File: config.mk
export PLATFORM = sky130hd
export DESIGN_NAME = tl_arbiter_flat
export DESIGN_NICKNAME = d
export VERILOG_FILES = /design/src/rtl/tl_arb_pkg.sv /design/src/rtl/tl_arbiter_if.sv /design/src/rtl/tl_arb_pick.sv /design/src/rtl/tl_arbiter.sv /design/src/flat_wrapper.sv
export SDC_FILE = /design/constraint.sdc
export NUM_CORES = 1
export LEC_CHECK = 0
export CAP_MARGIN = 20
export CORE_AREA = 2 2 150 152
export DETAILED_ROUTE_END_ITERATION = 12
export DIE_AREA = 0 0 152 154
export PLACE_DENSITY = 0.52
export REMOVE_ABC_BUFFERS = 1
export SLEW_MARGIN = 0
export SYNTH_ARGS = -nofsm -noshare
export SYNTH_HDL_FRONTEND = slang
export SYNTH_HIERARCHICAL = 1
export SYNTH_SLANG_ARGS = --single-unit
File: constraint.sdc
create_clock -name clk -period 1.6 [get_ports clk]
set_clock_uncertainty 0.05 [all_clocks]
set_input_delay 0.32 -clock clk [delete_from_list [all_inputs] [get_ports clk]]
set_output_delay 0.32 -clock clk [all_outputs]
set_load 0.01 [all_outputs]
File: src/rtl/tl_arb_pkg.sv
// Shared types and constants for the two-to-one TileLink arbiter.
package tl_arb_pkg;

  // Field widths of the TileLink port shared by all three buses.
  localparam int unsigned TL_AW = 32;
  localparam int unsigned TL_DW = 32;
  localparam int unsigned TL_SW = 4;

  // Arbiter FSM states.
  typedef enum logic [1:0] {
    ARB_IDLE = 2'd0,
    ARB_ADDR = 2'd1,
    ARB_DATA = 2'd2,
    ARB_HOLD = 2'd3
  } arb_state_e;

  // Current bus owner, also the debug encoding on owner_o.
  typedef logic [1:0] owner_t;
  localparam owner_t OWN_NONE = 2'd0;
  localparam owner_t OWN_IF   = 2'd1;
  localparam owner_t OWN_MA   = 2'd2;

  // Consecutive-MA-grant counter.
  localparam int unsigned STREAK_W = 4;
  typedef logic [STREAK_W-1:0] streak_t;

  // Saturating increment of the MA streak counter.
  function automatic streak_t streak_inc(input streak_t cur, input streak_t max);
    if (cur >= max) begin
      return max;
    end
    return streak_t'(cur + 1'b1);
  endfunction

endpackage

File: src/rtl/tl_arbiter_if.sv
// Single-beat TileLink A/D channel bundle.
//
// Handshake: a beat transfers on a rising clock edge where valid and ready are
// both high. A sender holds valid and its payload stable until that edge; ready
// may depend combinationally on valid. The master drives A and d_ready, the
// slave drives a_ready and D.
interface tilelink #(
  parameter int unsigned AW = tl_arb_pkg::TL_AW,
  parameter int unsigned DW = tl_arb_pkg::TL_DW,
  parameter int unsigned SW = tl_arb_pkg::TL_SW
) ();

  logic            a_valid;
  logic            a_ready;
  logic [2:0]      a_opcode;
  logic [2:0]      a_param;
  logic [2:0]      a_size;
  logic [SW-1:0]   a_source;
  logic [AW-1:0]   a_address;
  logic [DW/8-1:0] a_mask;
  logic [DW-1:0]   a_data;

  logic            d_valid;
  logic            d_ready;
  logic [2:0]      d_opcode;
  logic [2:0]      d_size;
  logic [SW-1:0]   d_source;
  logic [DW-1:0]   d_data;
  logic            d_error;

  modport master (
    output a_valid, a_opcode, a_param, a_size, a_source, a_address, a_mask, a_data,
    input  a_ready,
    input  d_valid, d_opcode, d_size, d_source, d_data, d_error,
    output d_ready
  );

  modport slave (
    input  a_valid, a_opcode, a_param, a_size, a_source, a_address, a_mask, a_data,
    output a_ready,
    output d_valid, d_opcode, d_size, d_source, d_data, d_error,
    input  d_ready
  );

endinterface

File: src/rtl/tl_arb_pick.sv
// Combinational grant selector: MA has priority, but once MA has won
// MAX_MA_STREAK times in a row while IF waited, IF is let in.
module tl_arb_pick
  import tl_arb_pkg::*;
#(
  parameter int unsigned MAX_MA_STREAK = 4
) (
  input  logic    if_pend_i,
  input  logic    ma_pend_i,
  input  streak_t ma_streak_i,
  output owner_t  grant_o
);

  localparam streak_t STREAK_MAX = streak_t'(MAX_MA_STREAK);

  logic if_forced;

  assign if_forced = if_pend_i && (ma_streak_i == STREAK_MAX);

  // Priority pick with the starvation override for IF.
  always_comb begin
    grant_o = OWN_NONE;
    if (ma_pend_i && !if_forced) begin
      grant_o = OWN_MA;
    end else if (if_pend_i) begin
      grant_o = OWN_IF;
    end
  end

endmodule

File: src/rtl/tl_arbiter.sv
// Two-to-one TileLink arbiter: IF and MA MMU buses share one memory port,
// one single-beat transaction outstanding, with lock hints that keep an
// owner on the bus (HOLD) across dependent transactions.
// MAX_MA_STREAK legal range is 1..15.
module tl_arbiter
  import tl_arb_pkg::*;
#(
  parameter int unsigned MAX_MA_STREAK = 4
) (
  input  logic       clk,
  input  logic       rst_n,
  input  logic       if_request_i,
  input  logic       ma_request_i,
  tilelink.slave     if_bus,
  tilelink.slave     ma_bus,
  tilelink.master    mem_bus,
  output owner_t     owner_o,
  output arb_state_e state_o
);

  localparam streak_t STREAK_MAX = streak_t'(MAX_MA_STREAK);

  arb_state_e state_q, state_d;
  owner_t     owner_q, owner_d;
  streak_t    streak_q, streak_d;

  logic   if_pend;
  logic   ma_pend;
  owner_t pick_grant;

  // Owner-side view, selected by owner_q.
  logic                own_a_valid;
  logic [2:0]          own_a_opcode;
  logic [2:0]          own_a_param;
  logic [2:0]          own_a_size;
  logic [TL_SW-1:0]    own_a_source;
  logic [TL_AW-1:0]    own_a_address;
  logic [TL_DW/8-1:0]  own_a_mask;
  logic [TL_DW-1:0]    own_a_data;
  logic                own_d_ready;
  logic                own_request;

  logic fwd_a;
  logic fwd_d;
  logic a_fire;
  logic d_fire;

  assign if_pend = if_request_i | if_bus.a_valid;
  assign ma_pend = ma_request_i | ma_bus.a_valid;

  tl_arb_pick #(
    .MAX_MA_STREAK(MAX_MA_STREAK)
  ) u_pick (
    .if_pend_i  (if_pend),
    .ma_pend_i  (ma_pend),
    .ma_streak_i(streak_q),
    .grant_o    (pick_grant)
  );

  // Select the current owner's A channel, d_ready and lock hint.
  always_comb begin
    own_a_valid   = 1'b0;
    own_a_opcode  = '0;
    own_a_param   = '0;
    own_a_size    = '0;
    own_a_source  = '0;
    own_a_address = '0;
    own_a_mask    = '0;
    own_a_data    = '0;
    own_d_ready   = 1'b0;
    own_request   = 1'b0;
    if (owner_q == OWN_IF) begin
      own_a_valid   = if_bus.a_valid;
      own_a_opcode  = if_bus.a_opcode;
      own_a_param   = if_bus.a_param;
      own_a_size    = if_bus.a_size;
      own_a_source  = if_bus.a_source;
      own_a_address = if_bus.a_address;
      own_a_mask    = if_bus.a_mask;
      own_a_data    = if_bus.a_data;
      own_d_ready   = if_bus.d_ready;
      own_request   = if_request_i;
    end else if (owner_q == OWN_MA) begin
      own_a_valid   = ma_bus.a_valid;
      own_a_opcode  = ma_bus.a_opcode;
      own_a_param   = ma_bus.a_param;
      own_a_size    = ma_bus.a_size;
      own_a_source  = ma_bus.a_source;
      own_a_address = ma_bus.a_address;
      own_a_mask    = ma_bus.a_mask;
      own_a_data    = ma_bus.a_data;
      own_d_ready   = ma_bus.d_ready;
      own_request   = ma_request_i;
    end
  end

  // A forwards in ADDR and HOLD so a locked owner's next beat needs no bubble.
  assign fwd_a  = (state_q == ARB_ADDR) || (state_q == ARB_HOLD);
  assign fwd_d  = (state_q == ARB_DATA);
  assign a_fire = fwd_a && own_a_valid && mem_bus.a_ready;
  assign d_fire = fwd_d && mem_bus.d_valid && own_d_ready;

  // State, owner and streak registers.
  always_ff @(posedge clk or negedge rst_n) begin
    if (!rst_n) begin
      state_q  <= ARB_IDLE;
      owner_q  <= OWN_NONE;
      streak_q <= '0;
    end else begin
      state_q  <= state_d;
      owner_q  <= owner_d;
      streak_q <= streak_d;
    end
  end

  // Next-state logic: arbitrate in IDLE, follow the A/D handshakes otherwise.
  always_comb begin
    state_d  = state_q;
    owner_d  = owner_q;
    streak_d = streak_q;
    case (state_q)
      ARB_IDLE: begin
        if (pick_grant != OWN_NONE) begin
          state_d = ARB_ADDR;
          owner_d = pick_grant;
          if ((pick_grant == OWN_MA) && if_pend) begin
            streak_d = streak_inc(streak_q, STREAK_MAX);
          end else begin
            streak_d = '0;
          end
        end
      end
      ARB_ADDR: begin
        if (a_fire) begin
          state_d = ARB_DATA;
        end
      end
      ARB_DATA: begin
        if (d_fire) begin
          if (own_request) begin
            state_d = ARB_HOLD;
          end else begin
            state_d = ARB_IDLE;
            owner_d = OWN_NONE;
          end
        end
      end
      ARB_HOLD: begin
        if (own_a_valid) begin
          state_d = a_fire ? ARB_DATA : ARB_ADDR;
        end else if (!own_request) begin
          state_d = ARB_IDLE;
          owner_d = OWN_NONE;
        end
      end
      default: begin
        state_d = ARB_IDLE;
        owner_d = OWN_NONE;
      end
    endcase
  end

  // Memory-side outputs: owner's A when forwarding, owner's d_ready in DATA.
  always_comb begin
    mem_bus.a_valid   = fwd_a && own_a_valid;
    mem_bus.a_opcode  = own_a_opcode;
    mem_bus.a_param   = own_a_param;
    mem_bus.a_size    = own_a_size;
    mem_bus.a_source  = own_a_source;
    mem_bus.a_address = own_a_address;
    mem_bus.a_mask    = own_a_mask;
    mem_bus.a_data    = own_a_data;
    mem_bus.d_ready   = fwd_d && own_d_ready;
  end

  // Requester-side outputs: only the owner ever sees a_ready or d_valid.
  always_comb begin
    if_bus.a_ready  = fwd_a && (owner_q == OWN_IF) && mem_bus.a_ready;
    if_bus.d_valid  = fwd_d && (owner_q == OWN_IF) && mem_bus.d_valid;
    if_bus.d_opcode = mem_bus.d_opcode;
    if_bus.d_size   = mem_bus.d_size;
    if_bus.d_source = mem_bus.d_source;
    if_bus.d_data   = mem_bus.d_data;
    if_bus.d_error  = mem_bus.d_error;
    ma_bus.a_ready  = fwd_a && (owner_q == OWN_MA) && mem_bus.a_ready;
    ma_bus.d_valid  = fwd_d && (owner_q == OWN_MA) && mem_bus.d_valid;
    ma_bus.d_opcode = mem_bus.d_opcode;
    ma_bus.d_size   = mem_bus.d_size;
    ma_bus.d_source = mem_bus.d_source;
    ma_bus.d_data   = mem_bus.d_data;
    ma_bus.d_error  = mem_bus.d_error;
  end

  assign owner_o = owner_q;
  assign state_o = state_q;

endmodule

File: src/flat_wrapper.sv
// flat-port wrapper written by rule: the top's interface ports become plain ports
module tl_arbiter_flat import tl_arb_pkg::*;
#(
  parameter int unsigned MAX_MA_STREAK = 4
)
  (clk, rst_n, if_request_i, ma_request_i, owner_o, state_o, if_bus_a_valid, if_bus_a_opcode, if_bus_a_param, if_bus_a_size, if_bus_a_source, if_bus_a_address, if_bus_a_mask, if_bus_a_data, if_bus_a_ready, if_bus_d_valid, if_bus_d_opcode, if_bus_d_size, if_bus_d_source, if_bus_d_data, if_bus_d_error, if_bus_d_ready, ma_bus_a_valid, ma_bus_a_opcode, ma_bus_a_param, ma_bus_a_size, ma_bus_a_source, ma_bus_a_address, ma_bus_a_mask, ma_bus_a_data, ma_bus_a_ready, ma_bus_d_valid, ma_bus_d_opcode, ma_bus_d_size, ma_bus_d_source, ma_bus_d_data, ma_bus_d_error, ma_bus_d_ready, mem_bus_a_valid, mem_bus_a_opcode, mem_bus_a_param, mem_bus_a_size, mem_bus_a_source, mem_bus_a_address, mem_bus_a_mask, mem_bus_a_data, mem_bus_a_ready, mem_bus_d_valid, mem_bus_d_opcode, mem_bus_d_size, mem_bus_d_source, mem_bus_d_data, mem_bus_d_error, mem_bus_d_ready);
  tilelink if_bus_i ();
  tilelink ma_bus_i ();
  tilelink mem_bus_i ();
  input  logic clk;
  input  logic rst_n;
  input  logic if_request_i;
  input  logic ma_request_i;
  output owner_t owner_o;
  output arb_state_e state_o;
  input wire logic [$bits(if_bus_i.a_valid)-1:0] if_bus_a_valid;
  input wire logic [$bits(if_bus_i.a_opcode)-1:0] if_bus_a_opcode;
  input wire logic [$bits(if_bus_i.a_param)-1:0] if_bus_a_param;
  input wire logic [$bits(if_bus_i.a_size)-1:0] if_bus_a_size;
  input wire logic [$bits(if_bus_i.a_source)-1:0] if_bus_a_source;
  input wire logic [$bits(if_bus_i.a_address)-1:0] if_bus_a_address;
  input wire logic [$bits(if_bus_i.a_mask)-1:0] if_bus_a_mask;
  input wire logic [$bits(if_bus_i.a_data)-1:0] if_bus_a_data;
  output wire logic [$bits(if_bus_i.a_ready)-1:0] if_bus_a_ready;
  output wire logic [$bits(if_bus_i.d_valid)-1:0] if_bus_d_valid;
  output wire logic [$bits(if_bus_i.d_opcode)-1:0] if_bus_d_opcode;
  output wire logic [$bits(if_bus_i.d_size)-1:0] if_bus_d_size;
  output wire logic [$bits(if_bus_i.d_source)-1:0] if_bus_d_source;
  output wire logic [$bits(if_bus_i.d_data)-1:0] if_bus_d_data;
  output wire logic [$bits(if_bus_i.d_error)-1:0] if_bus_d_error;
  input wire logic [$bits(if_bus_i.d_ready)-1:0] if_bus_d_ready;
  input wire logic [$bits(ma_bus_i.a_valid)-1:0] ma_bus_a_valid;
  input wire logic [$bits(ma_bus_i.a_opcode)-1:0] ma_bus_a_opcode;
  input wire logic [$bits(ma_bus_i.a_param)-1:0] ma_bus_a_param;
  input wire logic [$bits(ma_bus_i.a_size)-1:0] ma_bus_a_size;
  input wire logic [$bits(ma_bus_i.a_source)-1:0] ma_bus_a_source;
  input wire logic [$bits(ma_bus_i.a_address)-1:0] ma_bus_a_address;
  input wire logic [$bits(ma_bus_i.a_mask)-1:0] ma_bus_a_mask;
  input wire logic [$bits(ma_bus_i.a_data)-1:0] ma_bus_a_data;
  output wire logic [$bits(ma_bus_i.a_ready)-1:0] ma_bus_a_ready;
  output wire logic [$bits(ma_bus_i.d_valid)-1:0] ma_bus_d_valid;
  output wire logic [$bits(ma_bus_i.d_opcode)-1:0] ma_bus_d_opcode;
  output wire logic [$bits(ma_bus_i.d_size)-1:0] ma_bus_d_size;
  output wire logic [$bits(ma_bus_i.d_source)-1:0] ma_bus_d_source;
  output wire logic [$bits(ma_bus_i.d_data)-1:0] ma_bus_d_data;
  output wire logic [$bits(ma_bus_i.d_error)-1:0] ma_bus_d_error;
  input wire logic [$bits(ma_bus_i.d_ready)-1:0] ma_bus_d_ready;
  output wire logic [$bits(mem_bus_i.a_valid)-1:0] mem_bus_a_valid;
  output wire logic [$bits(mem_bus_i.a_opcode)-1:0] mem_bus_a_opcode;
  output wire logic [$bits(mem_bus_i.a_param)-1:0] mem_bus_a_param;
  output wire logic [$bits(mem_bus_i.a_size)-1:0] mem_bus_a_size;
  output wire logic [$bits(mem_bus_i.a_source)-1:0] mem_bus_a_source;
  output wire logic [$bits(mem_bus_i.a_address)-1:0] mem_bus_a_address;
  output wire logic [$bits(mem_bus_i.a_mask)-1:0] mem_bus_a_mask;
  output wire logic [$bits(mem_bus_i.a_data)-1:0] mem_bus_a_data;
  input wire logic [$bits(mem_bus_i.a_ready)-1:0] mem_bus_a_ready;
  input wire logic [$bits(mem_bus_i.d_valid)-1:0] mem_bus_d_valid;
  input wire logic [$bits(mem_bus_i.d_opcode)-1:0] mem_bus_d_opcode;
  input wire logic [$bits(mem_bus_i.d_size)-1:0] mem_bus_d_size;
  input wire logic [$bits(mem_bus_i.d_source)-1:0] mem_bus_d_source;
  input wire logic [$bits(mem_bus_i.d_data)-1:0] mem_bus_d_data;
  input wire logic [$bits(mem_bus_i.d_error)-1:0] mem_bus_d_error;
  output wire logic [$bits(mem_bus_i.d_ready)-1:0] mem_bus_d_ready;
  assign if_bus_i.a_valid = if_bus_a_valid;
  assign if_bus_i.a_opcode = if_bus_a_opcode;
  assign if_bus_i.a_param = if_bus_a_param;
  assign if_bus_i.a_size = if_bus_a_size;
  assign if_bus_i.a_source = if_bus_a_source;
  assign if_bus_i.a_address = if_bus_a_address;
  assign if_bus_i.a_mask = if_bus_a_mask;
  assign if_bus_i.a_data = if_bus_a_data;
  assign if_bus_a_ready = if_bus_i.a_ready;
  assign if_bus_d_valid = if_bus_i.d_valid;
  assign if_bus_d_opcode = if_bus_i.d_opcode;
  assign if_bus_d_size = if_bus_i.d_size;
  assign if_bus_d_source = if_bus_i.d_source;
  assign if_bus_d_data = if_bus_i.d_data;
  assign if_bus_d_error = if_bus_i.d_error;
  assign if_bus_i.d_ready = if_bus_d_ready;
  assign ma_bus_i.a_valid = ma_bus_a_valid;
  assign ma_bus_i.a_opcode = ma_bus_a_opcode;
  assign ma_bus_i.a_param = ma_bus_a_param;
  assign ma_bus_i.a_size = ma_bus_a_size;
  assign ma_bus_i.a_source = ma_bus_a_source;
  assign ma_bus_i.a_address = ma_bus_a_address;
  assign ma_bus_i.a_mask = ma_bus_a_mask;
  assign ma_bus_i.a_data = ma_bus_a_data;
  assign ma_bus_a_ready = ma_bus_i.a_ready;
  assign ma_bus_d_valid = ma_bus_i.d_valid;
  assign ma_bus_d_opcode = ma_bus_i.d_opcode;
  assign ma_bus_d_size = ma_bus_i.d_size;
  assign ma_bus_d_source = ma_bus_i.d_source;
  assign ma_bus_d_data = ma_bus_i.d_data;
  assign ma_bus_d_error = ma_bus_i.d_error;
  assign ma_bus_i.d_ready = ma_bus_d_ready;
  assign mem_bus_a_valid = mem_bus_i.a_valid;
  assign mem_bus_a_opcode = mem_bus_i.a_opcode;
  assign mem_bus_a_param = mem_bus_i.a_param;
  assign mem_bus_a_size = mem_bus_i.a_size;
  assign mem_bus_a_source = mem_bus_i.a_source;
  assign mem_bus_a_address = mem_bus_i.a_address;
  assign mem_bus_a_mask = mem_bus_i.a_mask;
  assign mem_bus_a_data = mem_bus_i.a_data;
  assign mem_bus_i.a_ready = mem_bus_a_ready;
  assign mem_bus_i.d_valid = mem_bus_d_valid;
  assign mem_bus_i.d_opcode = mem_bus_d_opcode;
  assign mem_bus_i.d_size = mem_bus_d_size;
  assign mem_bus_i.d_source = mem_bus_d_source;
  assign mem_bus_i.d_data = mem_bus_d_data;
  assign mem_bus_i.d_error = mem_bus_d_error;
  assign mem_bus_d_ready = mem_bus_i.d_ready;
  tl_arbiter #(.MAX_MA_STREAK(MAX_MA_STREAK)) u_core (.clk(clk), .rst_n(rst_n), .if_request_i(if_request_i), .ma_request_i(ma_request_i), .if_bus(if_bus_i), .ma_bus(ma_bus_i), .mem_bus(mem_bus_i), .owner_o(owner_o), .state_o(state_o));
endmodule
---- Yosys cells after proc, flatten, opt, wreduce, memory -nomap -nowiden ----
Cells that the tools add are included.
word-level totals
  flip-flop bits (word level) ............. 8
  input port bits ......................... 215
  output and inout port bits .............. 177
  logic and storage cells ................. 85
cells by class
  add/sub/neg operators ................... 1
  order comparisons ....................... 1
  eq/ne operators ......................... 12
  multiplexer cells ....................... 42
  bitwise logic cells ..................... 2
  reductions and logical operators ........ 24
operators by type and width
  operator                                                                              count
  32-bit two-way mux                                                                    4
  4-bit two-way mux                                                                     7
  2-bit two-way mux                                                                     12
  3-bit two-way mux                                                                     6
  1-bit logical AND                                                                     16
  1-bit two-way mux                                                                     11
  2-bit equality test (second input constant)                                           4
  2-bit one-hot mux with 4 select lines                                                 1
  4-bit AND reduction                                                                   2
  2-bit one-hot mux with 3 select lines                                                 1
  4-bit by 1-bit adder with 4-bit output (second input constant)                        1
  2-bit by 1-bit equality test with 1-bit output (second input constant)                2
  4-bit by 3-bit equality test with 1-bit output (second input constant)                1
  4-bit by 3-bit greater-or-equal comparator with 1-bit output (second input constant)  1
  2-bit by 1-bit != test with 1-bit output (second input constant)                      2
  2-bit != test (second input constant)                                                 2
  3-bit by 2-bit != test with 1-bit output (second input constant)                      1
  3-bit nonzero test                                                                    1
  2-bit logical NOT                                                                     1
  1-bit bitwise OR                                                                      2
  2-bit AND reduction                                                                   1
  2-bit nonzero test                                                                    1
  1-bit logical NOT                                                                     1
  1-bit logical OR                                                                      1

---- Depth between registers and ports, before layout ----
  word-level depth ........................ 12
  gate-level depth with buffers ........... 7
  gate-level depth less buffers ........... 7

---- By module ----
Netlist, hierarchy kept.
modules (own cells, without submodules)
  module       times used  cells an instance  area each (sq um)  seq. area each (sq um)
  tl_arbiter   1           245                1983.2             200.2
  tl_arb_pick  1           4                  40.0               0.0

---- Least setup slack after synthesis ----
Ideal clock, no wire load.
  kind .................................... register to output
  start point ............................. reg u_core.owner_q[0] (netlist: u_core/owner_o[0])
  end point ............................... out mem_bus_a_address[0]
  data arrival time ....................... 1.260 ns
  data required time ...................... 1.230 ns
  setup slack ............................. -0.030 ns
  cell stages (with the launch flop) ...... 5
  path buffers ............................ 2
  cell sequence ........................... dfrtp_1 -> nor2b_2 -> buf_2 -> buf_2 -> a22o_1
between the ends
  cells in the longest elaborated chain, start to end .. 3
  elaborated cells on any way between the ends .. 4
  those cells by class .................... eq/ne (2); mux (2)
ends and longest elaborated chain
  element                 RTL line            RTL
  start, declared         tl_arbiter.sv:24    owner_t owner_q, owner_d;
  start signal, assigned  tl_arbiter.sv:111   owner_q <= owner_d;
  2-bit equality test     tl_arbiter.sv:83    end else if (owner_q == OWN_MA) begin
  32-bit two-way mux      tl_arbiter.sv:83
  32-bit two-way mux (*)  tl_arbiter.sv:72    if (owner_q == OWN_IF) begin
  end, declared           flat_wrapper.sv:53  output wire logic [$bits(mem_bus_i.a_address)-1:0] mem_bus_a_address;
Every way passes the cells marked *; elsewhere a longest branch is shown, timed or not.

---- Worst setup path after layout ----
  start point ............................. reg u_core.owner_q[1] (netlist: u_core/owner_o[1])
  end point ............................... out if_bus_a_ready
between the ends
  cells in the longest elaborated chain, start to end .. 3
ends and longest elaborated chain
  element                                         RTL line            RTL
  2-bit by 1-bit equality test with 1-bit output  tl_arbiter.sv:178   if_bus.a_ready = fwd_a && (owner_q == OWN_IF) && mem_bus.a_ready;
  1-bit logical AND (2 in series)                 tl_arbiter.sv:178
  end, declared                                   flat_wrapper.sv:24  output wire logic [$bits(if_bus_i.a_ready)-1:0] if_bus_a_ready;
Every way passes these cells.

==> run_results.csv <==
group,metric,value,unit
detailed_routing,drcViolationCount,0,
timing,finalHoldViolations,0,
detailed_routing,wl_met2,7941,um
power,pwr-share-comb,0.505,
timing,rsz0062_at_grt,"true",
cells_and_area,final_core_util,0.2414,
critical_path,crit_type,"flip-flop to primary output",
logic_synthesis,synthAdderAreaFrac,0.006184,
clocking,cts_tree,"built",
detailed_routing,wl_met3,3846,um
detailed_routing,routed_via_density,3.946,
logic_synthesis,synth.area.top_cells,"a22o_1 (36%), buf_4 (32%), dfrtp_1 (9.9%), buf_2 (4.5%), inv_1 (1.5%)",
clocking,cts_root_buf,"clkbuf_16",
clocking,hold_buffers,0,
detailed_routing,dr.first_iter.drc_count,149,
clocking,clock_latency,240,ps
power,clkPwrFrac,0.309,
die,initial_core_util,0.09328,
cells_and_area,drive_above_1_share,0.4129,
logic_synthesis,synth-edff-count,0,
min_path,hold_class,"input port to async pin",
die,die_x,152,um
logic_synthesis,synth_xor_area_frac,0,
power,power_frac_seq,0.186,
global_routing,grtUsageTotal,0.1554,
logic_synthesis,syn_inst,249,
global_routing,grt_pass1_wl,25840,um
status,violations,"negative setup slack",
cells_and_area,n_antenna_cell,0,
critical_path,cp-end-kind,"primary output",
critical_path,crit_fanout,7,
detailed_routing,dr.pass1.iters,4,
placement,io_buffer_count,262,
die,dieArea,0.02341,sq mm
logic_synthesis,yosys_warnings,6,
logic_synthesis,synth_compound_area_frac,0.4205,
timing,period_share,1.220,
critical_path,startpoint_type,"flip-flop",
flow_run,maxCapViolCount,0,
logic_synthesis,ys_types,32,
timing,worst_pin_slew,413.7,ps
logic_synthesis,ys_ff_latch,8,
die,core-area,0.02169,sq mm
timing,fin_ws,-352.4,ps
power,power.leakage,2.300,nW
detailed_routing,routedWlPerCell,26.59,um
timing,min_period,1952,ps
power,p_sw,0.0003280,W
critical_path,crit_chain,"buf_6 -> nor2b_4 -> buf_6 -> buf_12 -> buf_8 -> and3_4 -> buf_6",
clocking,clk_path_buf_depth,2,
critical_path,cp_common_cell,"buf_6",
logic_synthesis,yosysTopAreaCellShare,0.3593,
placement,dp_hpwl,16100,um
die,num_io_pins,392,
timing,whs,332.3,ps
detailed_routing,wl_met1,8271,um
logic_synthesis,synth-async-reset-ratio,1.000,
critical_path,cp_top_family,"buffers and inverters",
logic_synthesis,synthMuxAreaShare,0.01113,
timing,setup_violations,91,
global_routing,grt_max_degree,24,
critical_path,required,1230,ps
logic_synthesis,syn_area_per_cell,8.125,sq um
detailed_routing,num_vias,3007,
detailed_routing,drt_wl_total,20270,um
critical_path,path_buf_inv,5,
cells_and_area,fin_nets,700,
timing,slew_violations,0,
power,peakVddDrop,286.4,uV
critical_path,arrival,1580,ps
clocking,htreeDepth,1,
critical_path,critPathMaxStageDelay,380,ps
die,placementRows,54,
placement,routabilityCongestion,0.9645,
die,die-height,154,um
cells_and_area,area_growth,158.8,%
logic_synthesis,synth_ff_type,"dfrtp_1",
logic_synthesis,synthSimpleGateAreaFrac,0.08287,
clocking,path_clk_slew,40,ps
logic_synthesis,ys_seq_area_frac,0.09895,
power,p_total,0.001406,W
logic_synthesis,yosysTopAreaCell,"a22o_1",
global_routing,grt_pass1_vias,3161,
power,switching_share,0.2333,
logic_synthesis,synth_top_family_by_area,"compound AO/OA/AOI/OAI gates",
critical_path,cp_slowest_cell,"dfrtp_1",
logic_synthesis,syn_area,0.002023,sq mm
timing,fmax,512.2,MHz
timing,max_slew_margin,0.7233,
detailed_routing,antenna_left,0,
power,p_per_area,268.6,mW/mm^2
clocking,clkSinkCount,8,
power,internal_power,0.001078,W
global_routing,antenna_found_initial,0,
clocking,cts_made_buffers,3,
timing,setup_tns,-25130,ps
global_routing,overflow,0,
status,status,"finished with violations",
cells_and_area,fill_cells,2377,
detailed_routing,top_layer_used,"met5",
metrics by stage:
| stage | area, sq um | instances | worst slack [ps] |
|---|---|---|---|
| finish | 5235 | 762 | -352.4 |
| global route | 5235 | 762 | -421.2 |
| CTS | 4969 | 751 | -397.9 |
| detailed placement | 4604 | 724 | -645.9 |
| global placement | 4604 | 724 | -632.1 |
| floorplan | 1284 | 144 | -1544 |
cell type report:
| class | instances | area [sq um] | share of cell area |
|---|---|---|---|
| Timing Repair Buffer | 335 | 3354 | 0.6408 |
| Multi-Input combinational cell | 128 | 1225 | 0.2340 |
| Tap cell | 280 | 350.3 | 0.06692 |
| Sequential cell | 8 | 200.2 | 0.03824 |
| Clock buffer | 3 | 75.07 | 0.01434 |
| Inverter | 8 | 30.03 | 0.005736 |
layout by cell type, fill, tap and decap left out, drive strengths merged:
| cell type | n |
|---|---|
| clkdlybuf4s15 | 1 |
| a2bb2oi | 2 |
| clkbuf | 7 |
| or2 | 2 |
| buf | 156 |
| a22oi | 2 |
| nor2b | 3 |
| and3 | 3 |
| clkdlybuf4s50 | 167 |
| or3 | 1 |
| o21a | 1 |
| nor3 | 4 |
| nand2 | 6 |
| nand3 | 2 |
| dlygate4sd2 | 7 |
| a311oi | 2 |
| o221ai | 2 |
| and2 | 1 |
| a22o | 83 |
| mux2 | 2 |
| dfrtp | 8 |
| a21oi | 1 |
| o211ai | 1 |
| ha | 1 |
| o2bb2ai | 1 |
| o22ai | 2 |
| a211o | 1 |
| nand3b | 1 |
| nor2 | 3 |
| inv | 8 |
| nor4b | 1 |
cell families after synthesis:
kind of cell    Yosys count
buf+inv                 113
compound gates           98
simple gates             27
flops                     8
mux                       2
fa+ha+maj                 1
state kept, by name, indices dropped and copies added (netlist names):
signal	cells
u_core/owner_o	2
u_core/streak_q	4
u_core/state_o	2
Yosys cell counts, types with 2 or more instances:
cell type and n:
a2bb2oi_1 2, o22ai_1 2, a22oi_1 2, nor3_1 4, o221ai_1 2, nand3_1 2, inv_1 8, nor2_1 3
buf_4 86, and3_1 3, buf_2 18, or2_2 2, nand2_1 6, a22o_1 83, dfrtp_1 8, mux2_2 2
path summary, 6_finish.rpt:
path,from,endpoint,slack (ps),cells past startpoint
max in group asynchronous,rst_n,u_core/state_o[1]$_DFFE_PN0P_,870,1
min reg2reg,u_core/state_o[1]$_DFFE_PN0P_,u_core/state_o[0]$_DFFE_PN0P_,550,2
min,rst_n,u_core/streak_q[2]$_DFFE_PN0P_,330,1
max,u_core/owner_o[1]$_DFFE_PN0P_,if_bus_a_ready,-350,7
min in group clk,u_core/state_o[1]$_DFFE_PN0P_,u_core/state_o[0]$_DFFE_PN0P_,550,2
max reg2reg,u_core/owner_o[0]$_DFFE_PN0P_,u_core/state_o[0]$_DFFE_PN0P_,-260,8
layer usage:
layer  GRT usage  up-vias
met5     0.04348        -
met4     0.01202        2
met3      0.1406       11
met2      0.2141      291
met1      0.1818     1380
li1            -     1323
power groups by stage:
stage / sequential, W / combinational [W] / clock, W
after floorplan: 0.000266 / 0.000114 / 0
after CTS: 0.000263 / 0.000684 / 0.000440
after global placement: 0.000263 / 0.000649 / 0
after detailed placement: 0.000265 / 0.000654 / 0
after global routing: 0.000269 / 0.000764 / 0.000445
final: 0.000262 / 0.000710 / 0.000434
timing repair:
action	4_1_cts	5_1_grt
setup buffers	16	11
pin swaps	28	39
setup endpoints to repair	99	95
gates cloned	8	6
gates resized for setup	405	40
(Power assumes the default switching activity.)
